## config.mk

```make
export PLATFORM = sky130hd
export DESIGN_NAME = regfile_write_scheduler
export DESIGN_NICKNAME = d
export VERILOG_FILES = /design/src/rtl/regfile_write_scheduler.sv
export SDC_FILE = /design/constraint.sdc
export NUM_CORES = 1
export LEC_CHECK = 0
export CAP_MARGIN = 5
export CORE_MARGIN = 2
export CORE_UTILIZATION = 45
export CTS_CLUSTER_DIAMETER = 50
export CTS_CLUSTER_SIZE = 12
export DETAILED_ROUTE_END_ITERATION = 10
export PLACE_DENSITY = 0.78
export REMOVE_ABC_BUFFERS = 1
export SYNTH_ARGS = -nofsm -noshare
export SYNTH_HDL_FRONTEND = slang
export SYNTH_SLANG_ARGS = --single-unit
```

## constraint.sdc

```tcl
create_clock -name clk -period 12.43 [get_ports clk]
set_clock_uncertainty 0.1 [all_clocks]
set_input_delay 2.486 -clock clk [delete_from_list [all_inputs] [get_ports clk]]
set_output_delay 2.486 -clock clk [all_outputs]
set_load 0.03 [all_outputs]
```

## src/rtl/regfile_write_scheduler.sv

```systemverilog
// regfile_write_scheduler
//   Owns the single write port of the register file. The write port is shared by
//   the in-order writeback stage (WB) and a long-latency unit (LU, mul/div). WB has
//   fixed priority. A per-register pending scoreboard tracks outstanding LU
//   destinations and stalls decode on RAW/WAW hazards against them. A starvation
//   guard forces a decode stall so that WB drains and the LU result gets a turn.
//
// Ports
//   clk, reset                  clock, asynchronous active-high reset
//   issue_valid/long/rd         decode-stage issue request and its destination
//   dec_rs, dec_rt              decode-stage source registers
//   stall_o                     hold decode this cycle (combinational)
//   wb_valid/rd/data            writeback result, cannot be back-pressured
//   lu_valid/rd/data, lu_ready  LU result handshake (lu_ready combinational)
//   rf_we/waddr/wdata           registered register-file write port
//   pending_o                   scoreboard, one bit per register
module regfile_write_scheduler #(
  parameter int ADDR_W       = 5,
  parameter int DATA_W       = 32,
  parameter int STARVE_LIMIT = 8
) (
  input  logic                 clk,
  input  logic                 reset,
  input  logic                 issue_valid,
  input  logic                 issue_long,
  input  logic [ADDR_W-1:0]    issue_rd,
  input  logic [ADDR_W-1:0]    dec_rs,
  input  logic [ADDR_W-1:0]    dec_rt,
  output logic                 stall_o,
  input  logic                 wb_valid,
  input  logic [ADDR_W-1:0]    wb_rd,
  input  logic [DATA_W-1:0]    wb_data,
  input  logic                 lu_valid,
  input  logic [ADDR_W-1:0]    lu_rd,
  input  logic [DATA_W-1:0]    lu_data,
  output logic                 lu_ready,
  output logic                 rf_we,
  output logic [ADDR_W-1:0]    rf_waddr,
  output logic [DATA_W-1:0]    rf_wdata,
  output logic [2**ADDR_W-1:0] pending_o
);

  localparam int NREG  = 2**ADDR_W;
  localparam int CNT_W = $clog2(STARVE_LIMIT + 1);
  localparam logic [CNT_W-1:0] CNT_LIMIT = CNT_W'(STARVE_LIMIT);
  localparam logic [CNT_W-1:0] CNT_ONE   = CNT_W'(1);

  localparam logic [1:0] ST_IDLE  = 2'd0;
  localparam logic [1:0] ST_WAIT  = 2'd1;
  localparam logic [1:0] ST_DRAIN = 2'd2;

  logic [1:0]        state_q, state_d;
  logic [CNT_W-1:0]  cnt_q, cnt_d;
  logic [NREG-1:0]   pending_q, pending_d;
  logic              rf_we_q, rf_we_d;
  logic [ADDR_W-1:0] rf_waddr_q, rf_waddr_d;
  logic [DATA_W-1:0] rf_wdata_q, rf_wdata_d;

  logic lu_acc;
  logic issue_acc;
  logic hazard;

  // Handshake and hazard detection
  always_comb begin
    lu_ready  = !reset && !wb_valid;
    lu_acc    = lu_valid && lu_ready;
    // Hazards look only at registered pending bits, so an LU accept in this
    // cycle releases the stall one cycle later, together with the rf write.
    hazard    = ((dec_rs != '0) && pending_q[dec_rs]) ||
                ((dec_rt != '0) && pending_q[dec_rt]) ||
                (issue_long && (issue_rd != '0) && pending_q[issue_rd]) ||
                (state_q == ST_DRAIN);
    stall_o   = !reset && issue_valid && hazard;
    issue_acc = issue_valid && !stall_o;
  end

  // Scoreboard: clear applied before set so a same-cycle set wins
  always_comb begin
    pending_d = pending_q;
    if (lu_acc && (lu_rd != '0)) begin
      pending_d[lu_rd] = 1'b0;
    end
    if (issue_acc && issue_long && (issue_rd != '0)) begin
      pending_d[issue_rd] = 1'b1;
    end
  end

  // Write-port arbitration; register 0 is never written
  always_comb begin
    rf_we_d    = 1'b0;
    rf_waddr_d = rf_waddr_q;
    rf_wdata_d = rf_wdata_q;
    if (wb_valid) begin
      if (wb_rd != '0) begin
        rf_we_d    = 1'b1;
        rf_waddr_d = wb_rd;
        rf_wdata_d = wb_data;
      end
    end else if (lu_valid) begin
      if (lu_rd != '0) begin
        rf_we_d    = 1'b1;
        rf_waddr_d = lu_rd;
        rf_wdata_d = lu_data;
      end
    end
  end

  // Starvation guard
  always_comb begin
    state_d = state_q;
    cnt_d   = cnt_q;
    case (state_q)
      ST_IDLE: begin
        if (lu_valid && wb_valid) begin
          cnt_d   = CNT_ONE;
          state_d = (CNT_ONE == CNT_LIMIT) ? ST_DRAIN : ST_WAIT;
        end
      end
      ST_WAIT, ST_DRAIN: begin
        // Accept, or lu_valid dropped (protocol error): back to IDLE either way.
        if (!lu_valid || lu_acc) begin
          state_d = ST_IDLE;
          cnt_d   = '0;
        end else begin
          if (cnt_q != CNT_LIMIT) begin
            cnt_d = cnt_q + CNT_ONE;
          end
          if (cnt_d == CNT_LIMIT) begin
            state_d = ST_DRAIN;
          end
        end
      end
      default: begin
        state_d = ST_IDLE;
        cnt_d   = '0;
      end
    endcase
  end

  always_ff @(posedge clk or posedge reset) begin
    if (reset) begin
      state_q    <= ST_IDLE;
      cnt_q      <= '0;
      pending_q  <= '0;
      rf_we_q    <= 1'b0;
      rf_waddr_q <= '0;
      rf_wdata_q <= '0;
    end else begin
      state_q    <= state_d;
      cnt_q      <= cnt_d;
      pending_q  <= pending_d;
      rf_we_q    <= rf_we_d;
      rf_waddr_q <= rf_waddr_d;
      rf_wdata_q <= rf_wdata_d;
    end
  end

  assign rf_we     = rf_we_q;
  assign rf_waddr  = rf_waddr_q;
  assign rf_wdata  = rf_wdata_q;
  assign pending_o = pending_q;

endmodule

```

==> results of run 1 <==
## registers in the layout, summed over array words and instances (netlist names)
name / count
rf_waddr: 5
state_q: 2
pending_o: 32
rf_we: 1
rf_wdata: 32
cnt_q: 4
## cells by family after synthesis
logic type | share of synthesized area
muxes | 0.195
DFF | 0.401
and+or+nand+nor | 0.155
AOI/OAI and AO/OA | 0.184
xor gates and xnor gates | 0.00369
adders and majority gates | 0.0158
buffers and inverters | 0.0454
## cells in the mapped netlist, drive strengths merged (2+ instances only)
cell type,count,share of area
nand2b,7,0.0092
a21oi,40,0.042
mux2,12,0.028
nor4,2,0.0026
inv,7,0.0055
a22oi,3,0.0047
nor2,48,0.038
nand4,5,0.0066
nand2,39,0.031
and3b,2,0.0037
or3,4,0.0053
o21ai,56,0.059
mux4,12,0.057
o211ai,10,0.016
or2,2,0.0026
a22o,3,0.0055
ha,6,0.016
nor3b,7,0.011
o2111ai,2,0.0037
dfrtp,76,0.40
nor2b,7,0.0092
nand3,8,0.0084
o31ai,14,0.034
nand4b,2,0.0037
o21a,2,0.0032
nor3,7,0.0074
buf,16,0.023
nand3b,5,0.0079
clkbuf,21,0.017
mux2i,52,0.11
## through the flow
stage	setup WS [ns]	cells	hold slack, ns
finish	3.82	779	0.361
detailed placement	3.82	763	0.322
CTS	3.82	779	0.346
global placement	3.96	763	0.331
global route	3.67	779	0.358
floorplan	4.38	456	0.405
## placed cells by master, fill, tap and decap left out, drive strengths merged, types with 8 or more instances in the layout
| master | netlist | routed |
|---|---|---|
| clkdlybuf4s50 | 0 | 165 |
| dfrtp | 76 | 76 |
| o21ai | 56 | 56 |
| mux2i | 52 | 52 |
| nor2 | 48 | 48 |
| a21oi | 40 | 40 |
| nand2 | 39 | 39 |
| o31ai | 14 | 14 |
| mux2 | 12 | 12 |
| mux4 | 12 | 12 |
| clkbuf | 21 | 12 |
| o211ai | 10 | 10 |
| nand3 | 8 | 8 |
| inv | 7 | 8 |
## power breakdown
part	switching (mW)	internal, mW
sequential	0.0548	0.286
combinational	0.177	0.152
clock	0.0945	0.0843
## area by class of cell
class	count	area, um2
fill	835	3660
inverter	7	26.3
timing repair buffer	171	1690
sequential	76	1900
multi-input combinational	373	2640
clock inverter	4	31.3
clock buffer	12	155
tap	136	170
## path summary, 6_finish.rpt
path | from | endpoint | slack, ns | cells past startpoint
worst max-delay path | issue_rd[1] | stall_o | 3.82 | 8
worst min-delay path | pending_o[0] | pending_o[0] | 0.36 | 0
worst max register to register | pending_o[14] | pending_o[31] | 9.74 | 7
worst min register to register | pending_o[0] | pending_o[0] | 0.36 | 0
max in group asynchronous | reset | pending_o[25] | 8.59 | 3
min in group asynchronous | reset | pending_o[0] | 3.00 | 3
## metal layers
layer	global-route usage	vias to the layer above	wire length, um
li1	-	2092	-
met1	0.319	2177	5560
met2	0.433	288	7260
met3	0.0632	44	1560
met4	0.122	0	494
met5	0	-	0
==> metrics.yaml, run 1 <==
cts-hold-fix-buffers: 0
grt_setup_unrepaired: "false"
maxCapViolations: 0
ys_types: 53
finalSetupTns_ns: 0
cp_slowest_stage_delay_ns: 1.02
rows: 37
avgViaCountPerCell: 5.91
grt_pass1_wl_um: 23200
cp_max_fo: 19
dp_hpwl_um: 10900
setup_violations: 0
slew_headroom: 0.134
hold_viol_final: 0
power_density_nw_per_um2: 128
finalCritPeriodShare: 0.693
crit_arrival_ns: 6.03
netlist_instances: 493
critPathCaptureType: "primary output"
io_pins: 167
die_x_um: 107
vias: 4601
overflow: 0
slew_violations: 0
placed_cell_area_um2: 6430
synth.yosys.seq_area_share: 0.401
cts_root_buf: "clkbuf_8"
avgSynthCellArea_um2: 9.62
drc: 0
p_leak_nw: 2.64
antenna_found_initial: 0
cts-resized-gates: 0
hp-class: "reg2reg"
yosysWarnings: 0
area_growth_pct: 39.5
start_util: 0.461
cts_inserted_buffers: 9
final_layout_size_suffix_gt1_frac: 0.0902
clock.fmax_mhz: 116
postLayoutCellArea_um2: 6620
status: "finished, final reports clean"
clock_latency_ns: 0.34
die_y_um: 107
fin_crit_ns: 8.61
first_global_vias: 4534
drt_iter0_markers: 368
htree_levels: 3
cts_tree: "done"
track_usage: 0.260
cts_sinks: 76
vdd_drop_max_mv: 0.0581
avgRoutedWirePerCell_um: 19.1
async_reset_ff_frac: 1.00
critPathTopFamily: "buffers and inverters"
cts_setup_buffers: 0
worst_pin_slew_ns: 1.30
wl_um: 14900
crit_required_ns: 9.84
final_core_util: 0.644
clock_path_buffers: 2
synth_edf_count: 0
start_kind: "primary input"
fin_nets: 739
synth-main-ff-cell: "dfrtp_1"
crit_slowest_cell: "clkdlybuf4s50_1"
ant_nets: 0
path_class: "in2out"
gp_congestion: 1.01
grt_max_degree: 78
total_power_uw: 849
ys_ff_latch: 76
clk_pin_slew_worst_paths_ns: 0.09
syn_area_um2: 4740
core_area_um2: 10300
antennaDiodeCount: 0
io_buffer_count: 166
dieArea_um2: 11400
cp_cell_sequence: "clkdlybuf4s50_1 -> mux2_2 -> a22oi_1 -> o211ai_1 -> a22oi_1 -> nor2_1 -> o21a_1 -> clkdlybuf4s50_1"
first_pass_iters: 6
path_buf_inv: 2
Note: power is estimated with default switching activity, not from simulation.
==> run 2, diff against run 1 <==
==> constraint.sdc (replaced) <==
create_clock -name clk -period 8.6 [get_ports clk]
set_clock_uncertainty 0.1 [all_clocks]
set_input_delay 1.72 -clock clk [delete_from_list [all_inputs] [get_ports clk]]
set_output_delay 1.72 -clock clk [all_outputs]
set_load 0.03 [all_outputs]
==> metrics.yaml, run 2 (synthesis results as in run 1) <==
path_class: "in2out"
cts_sinks: 76  # unchanged
clock_path_buffers: 2  # unchanged
clkPwrFrac: 0.235  # +0.024
place_inst: 763  # unchanged
area_growth_pct: 40.1
cts_setup_buffers: 0  # unchanged
final_layout_size_suffix_gt1_frac: 0.0902  # unchanged
dieArea_um2: 11400  # unchanged
fin_crit_ns: 7.12
start_util: 0.461  # unchanged
final_cell_count_no_fill: 779  # unchanged
antennaDiodeCount: 0  # unchanged
final_core_util: 0.646  # +0.00268
finalCritPeriodShare: 0.828
met1_length_um: 5600  # +0.68%
crit_required_ns: 6.78  # -3.06 ns
gp_congestion: 1.05  # +3.1%
ff2ff_path_depth: 7  # unchanged
die_x_um: 107  # unchanged
hold_viol_final: 0  # unchanged
cts_tree: "done"
pwr-share-seq: 0.390  # -0.011
dp_hpwl_um: 10900  # about the same
status: "finished, final reports clean"
wl_met3_um: 1580  # +1.0%
vias: 4625  # +0.52%
maxUsedRoutingLayer: "met4"
maxCapViolations: 0  # unchanged
io_buffer_count: 166  # unchanged
mostFrequentLayoutCell: "clkdlybuf4s50_1"
cp_slowest_stage_delay_ns: 1.04  # +0.02 ns
clk_pin_slew_worst_paths_ns: 0.09  # about the same
path_buf_inv: 2  # unchanged
rows: 37  # unchanged
hold_depth: 0  # unchanged
fin_hold_ws_ns: 0.366  # +0.00543 ns
grt_max_degree: 77  # -1.3%
wl_met2_um: 7130  # -1.7%
critPathCaptureType: "primary output"
avgViaCountPerCell: 5.94  # +0.52%
first_global_vias: 4553  # +0.42%
drt_iter0_markers: 400  # +8.7%
wl_um: 14900  # +0.24%
cp_cell_sequence: "clkdlybuf4s50_1 -> mux2_2 -> nand4_1 -> o41ai_1 -> a22oi_1 -> nor2_1 -> o21a_1 -> clkdlybuf4s50_1"
power.internal_uw: 797  # +53%
total_power_mw: 1.27  # +50%
grt_pass1_wl_um: 23500  # +1.4%
core_area_um2: 10300  # unchanged
switching_share: 0.372  # -0.0123
die_y_um: 107  # unchanged
switching_power_uw: 472  # +45%
clock.fmax_mhz: 140
cp_max_fo: 19  # unchanged
antenna_found_initial: 0  # unchanged
slew_violations: 0  # unchanged
track_usage: 0.266  # +0.00563
first_pass_iters: 5  # -1
start_kind: "primary input"
cts_inserted_buffers: 9  # unchanged
setup_violations: 0  # unchanged
cts_root_buf: "clkbuf_8"
htree_levels: 3  # unchanged
power_frac_comb: 0.374  # -0.014
crit_cells: 8  # unchanged
cts-resized-gates: 0  # unchanged
hp-class: "reg2reg"
crit_slowest_cell: "clkdlybuf4s50_1"
crit_arrival_ns: 5.30  # -0.73 ns
critPathTopFamily: "buffers and inverters"
fin_nets: 739  # unchanged
grt_setup_unrepaired: "false"
p_leak_nw: 2.66  # +0.81%
cts-hold-fix-buffers: 0  # unchanged
vdd_drop_max_mv: 0.107  # +84%
avgRoutedWirePerCell_um: 19.1  # +0.24%
slew_headroom: 0.163  # +0.0289
io_pins: 167  # unchanged
cp_common_cell: "clkdlybuf4s50_1"
clock_latency_ns: 0.35  # about the same
drc: 0  # unchanged
power_density_nw_per_um2: 191  # +49%
mostFrequentLayoutCells: "165 x clkdlybuf4s50_1, 76 x dfrtp_1, 53 x o21ai_0"
finalSetupTns_ns: 0  # unchanged
worst_pin_slew_ns: 1.25  # -0.0433 ns
ant_nets: 0  # unchanged
overflow: 0  # unchanged
[run 2: cell types whose count changed in the layout (fill, tap and decap cells not counted)]
| cell | delta |
|---|---|
| bufinv_16 | +2 |
| clkbuf_8 | -2 |
| clkinv_2 | +2 |
| clkinvlp_4 | -2 |
[run 2: metrics by stage]
| step | setup WS, ns | cell area [um2] |
|---|---|---|
| 5_1_grt | 1.28 | 6640 |
| 2_1_floorplan | 2.08 | 4550 |
| 4_1_cts | 1.53 | 6640 |
| 6_report | 1.48 | 6640 |
| 3_5_place_dp | 1.55 | 6430 |
| 3_3_place_gp | 1.66 | 6430 |
[run 2: worst paths after layout]
| check | from | end | slack, ns |
|---|---|---|---|
| max reg2reg | pending_o[13] | pending_o[23] | 5.89 |
| max | issue_rd[1] | stall_o | 1.48 |
| min reg2reg | pending_o[0] | pending_o[0] | 0.37 |
| min in group asynchronous | reset | pending_o[0] | 2.29 |
| max in group asynchronous | reset | pending_o[29] | 5.50 |
| min | pending_o[0] | pending_o[0] | 0.37 |
[run 2: worst register-to-register path, stage by stage (launching register included)]
cell and delay [ns]:
dfrtp_1 0.50, mux4_2 0.51, mux2i_1 0.14, nor2b_1 0.07
o311a_1 0.34, or3_1 0.37, buf_4 0.25, o31ai_1 0.33
[run 2: layer usage]
metal | vias up | track usage
li1 | 2090 | -
met1 | 2190 | 0.335
met2 | 285 | 0.423
met3 | 60 | 0.0693
met4 | 0 | 0.135
met5 | - | 0
[run 2: power by group through the flow]
stage / combinational, mW / clock [mW] / sequential, mW
6_report: 0.475 / 0.298 / 0.495
5_1_grt: 0.507 / 0.318 / 0.499
4_1_cts: 0.476 / 0.302 / 0.490
3_5_place_dp: 0.474 / 0 / 0.496
3_3_place_gp: 0.464 / 0 / 0.494
2_1_floorplan: 0.172 / 0 / 0.563
[run 2: cell type report]
class	count	area, um2
Sequential cell	76	1900
Fill cell	835	3630
Timing Repair Buffer	171	1690
Clock inverter	6	86.3
Clock buffer	10	128
Tap cell	136	170
Inverter	7	26.3
Multi-Input combinational cell	373	2640
==> run 3, diff against run 2 <==
==> constraint.sdc (replaced) <==
create_clock -name clk -period 7.5 [get_ports clk]
set_clock_uncertainty 0.1 [all_clocks]
set_input_delay 1.5 -clock clk [delete_from_list [all_inputs] [get_ports clk]]
set_output_delay 1.5 -clock clk [all_outputs]
set_load 0.03 [all_outputs]
==> metrics.yaml, run 3 (synthesis results as in run 1) <==
die_x_um: 107  # unchanged
track_usage: 0.268  # +0.00165
p_leak_nw: 2.66  # about the same
hold_viol_final: 0  # unchanged
drt_iter0_markers: 363  # -9.3%
cts_sinks: 76  # unchanged
cts_inserted_buffers: 9  # unchanged
grt_pass1_wl_um: 23600  # +0.38%
fin_nets: 739  # unchanged
worst_pin_slew_ns: 1.18  # -0.0751 ns
antenna_found_initial: 0  # unchanged
path_class: "in2out"
clock_latency_ns: 0.35  # about the same
antennaDiodeCount: 0  # unchanged
power_density_nw_per_um2: 217  # +14%
core_area_um2: 10300  # unchanged
die_y_um: 107  # unchanged
endpoint: "stall_o"
io_buffer_count: 166  # unchanged
finalCritPeriodShare: 0.889
dp_hpwl_um: 11000  # +0.50%
grt_busiest_layer: "met2"
avgRoutedWirePerCell_um: 19.1  # -0.36%
start_util: 0.461  # unchanged
start_kind: "primary input"
vias: 4515  # -2.4%
cts_root_buf: "clkbuf_8"
cts-resized-gates: 0  # unchanged
placed_cell_area_um2: 6420  # -0.12%
status: "finished, final reports clean"
maxCapViolations: 0  # unchanged
drc: 0  # unchanged
ant_nets: 0  # unchanged
crit_required_ns: 5.90  # -0.88 ns
clk_pin_slew_worst_paths_ns: 0.08  # about the same
gp_congestion: 0.986  # -5.7%
mostFrequentLayoutCells: "165 x clkdlybuf4s50_1, 76 x dfrtp_1, 53 x o21ai_0"
setup_violations: 0  # unchanged
slew_violations: 0  # unchanged
fin_crit_ns: 6.67
cts_tree: "done"
critPathCaptureType: "primary output"
first_global_vias: 4524  # -0.64%
cts-hold-fix-buffers: 0  # unchanged
final_core_util: 0.646  # -0.000731
hp-class: "reg2reg"
finalSetupTns_ns: 0  # unchanged
postLayoutCellArea_um2: 6640  # -0.11%
clock.fmax_mhz: 150
overflow: 0  # unchanged
io_pins: 167  # unchanged
slew_headroom: 0.213  # +0.0502
ff2ff_path_depth: 7  # unchanged
grt_max_degree: 77  # unchanged
grt_setup_unrepaired: "false"
vdd_drop_max_mv: 0.140  # +31%
startpoint: "issue_rd[1]"
final_layout_size_suffix_gt1_frac: 0.0918  # +0.00156
mostFrequentLayoutCell: "clkdlybuf4s50_1"
final_cell_count_no_fill: 779  # unchanged
gr-usage-met3: 0.0711  # +0.00182
groute.layer.met2.usage: 0.433  # +0.0100
rows: 37  # unchanged
cts_setup_buffers: 0  # unchanged
first_pass_iters: 5  # unchanged
clock_path_buffers: 2  # unchanged
reg2reg_slack_ns: 4.83  # -1.06 ns
place_inst: 762  # -0.13%
area_growth_pct: 39.9
crit_arrival_ns: 5.07  # -0.23 ns
n_fill_cell: 851  # +1.9%
dieArea_um2: 11400  # unchanged
rr_startpoint: "pending_o[15]"
r2r_end: "pending_o[31]"
avgViaCountPerCell: 5.80  # -2.4%
cp_max_fo: 19  # unchanged
wl_um: 14900  # -0.36%
use_met1: 0.339  # +0.00315
htree_levels: 3  # unchanged
==> run 3: cell types whose count changed in the layout (fill, tap and decap cells not counted) <==
cell | before | now
clkbuf_8 | 9 | 10
buf_4 | 5 | 4
inv_8 | 0 | 1
clkinv_2 | 2 | 1
clkbuf_2 | 0 | 1
clkbuf_1 | 1 | 0
bufinv_16 | 2 | 1
clkinv_4 | 0 | 1
==> run 3: worst max-delay path, stage by stage <==
cell and delay [ns]:
clkdlybuf4s50_1 1.04, mux2_2 0.30, nand4_1 0.09, o41ai_1 0.10, a22oi_1 0.23, nor2_1 0.89
o21a_1 0.24, clkdlybuf4s50_1 0.67
==> run 3: power breakdown <==
part,switching [mW],internal (mW)
Sequential,0.0910,0.474
Clock,0.162,0.166
Combinational,0.293,0.253
Total,0.546,0.893
==> run 3: per-layer routing <==
| layer | up-vias | wire length [um] |
|---|---|---|
| met1 | 2123 | 5930 |
| li1 | 2096 | - |
| met2 | 257 | 7140 |
| met3 | 39 | 1350 |
| met4 | 0 | 433 |
| met5 | - | 0 |
==> run 3: worst min path at each step <==
stage	startpoint	endpoint	slack (ns)	cells past startpoint
2_1_floorplan	cnt_q[2]	cnt_q[2]	0.40	1
3_3_place_gp	pending_o[0]	pending_o[0]	0.35	0
3_5_place_dp	pending_o[0]	pending_o[0]	0.33	0
4_1_cts	pending_o[0]	pending_o[0]	0.35	0
5_1_grt	pending_o[0]	pending_o[0]	0.37	0
6_report	pending_o[0]	pending_o[0]	0.35	0
==> run 3: layout make-up <==
type | count | area (um2) | area share
Sequential cell | 76 | 1900 | 0.287
Multi-Input combinational cell | 373 | 2640 | 0.397
Clock inverter | 6 | 71.3 | 0.0107
Tap cell | 136 | 170 | 0.0256
Timing Repair Buffer | 171 | 1690 | 0.255
Clock buffer | 10 | 138 | 0.0207
Inverter | 7 | 26.3 | 0.00396
==> run 3: through the flow <==
step                      hold WS [ns]  setup WS [ns]  power, mW
final                            0.351          0.832       1.44
after detailed placement         0.328          0.884       1.11
after CTS                        0.349          0.875       1.44
after global routing             0.370          0.636       1.51
after floorplan                  0.405           1.35      0.844
after global placement           0.351          0.927       1.10
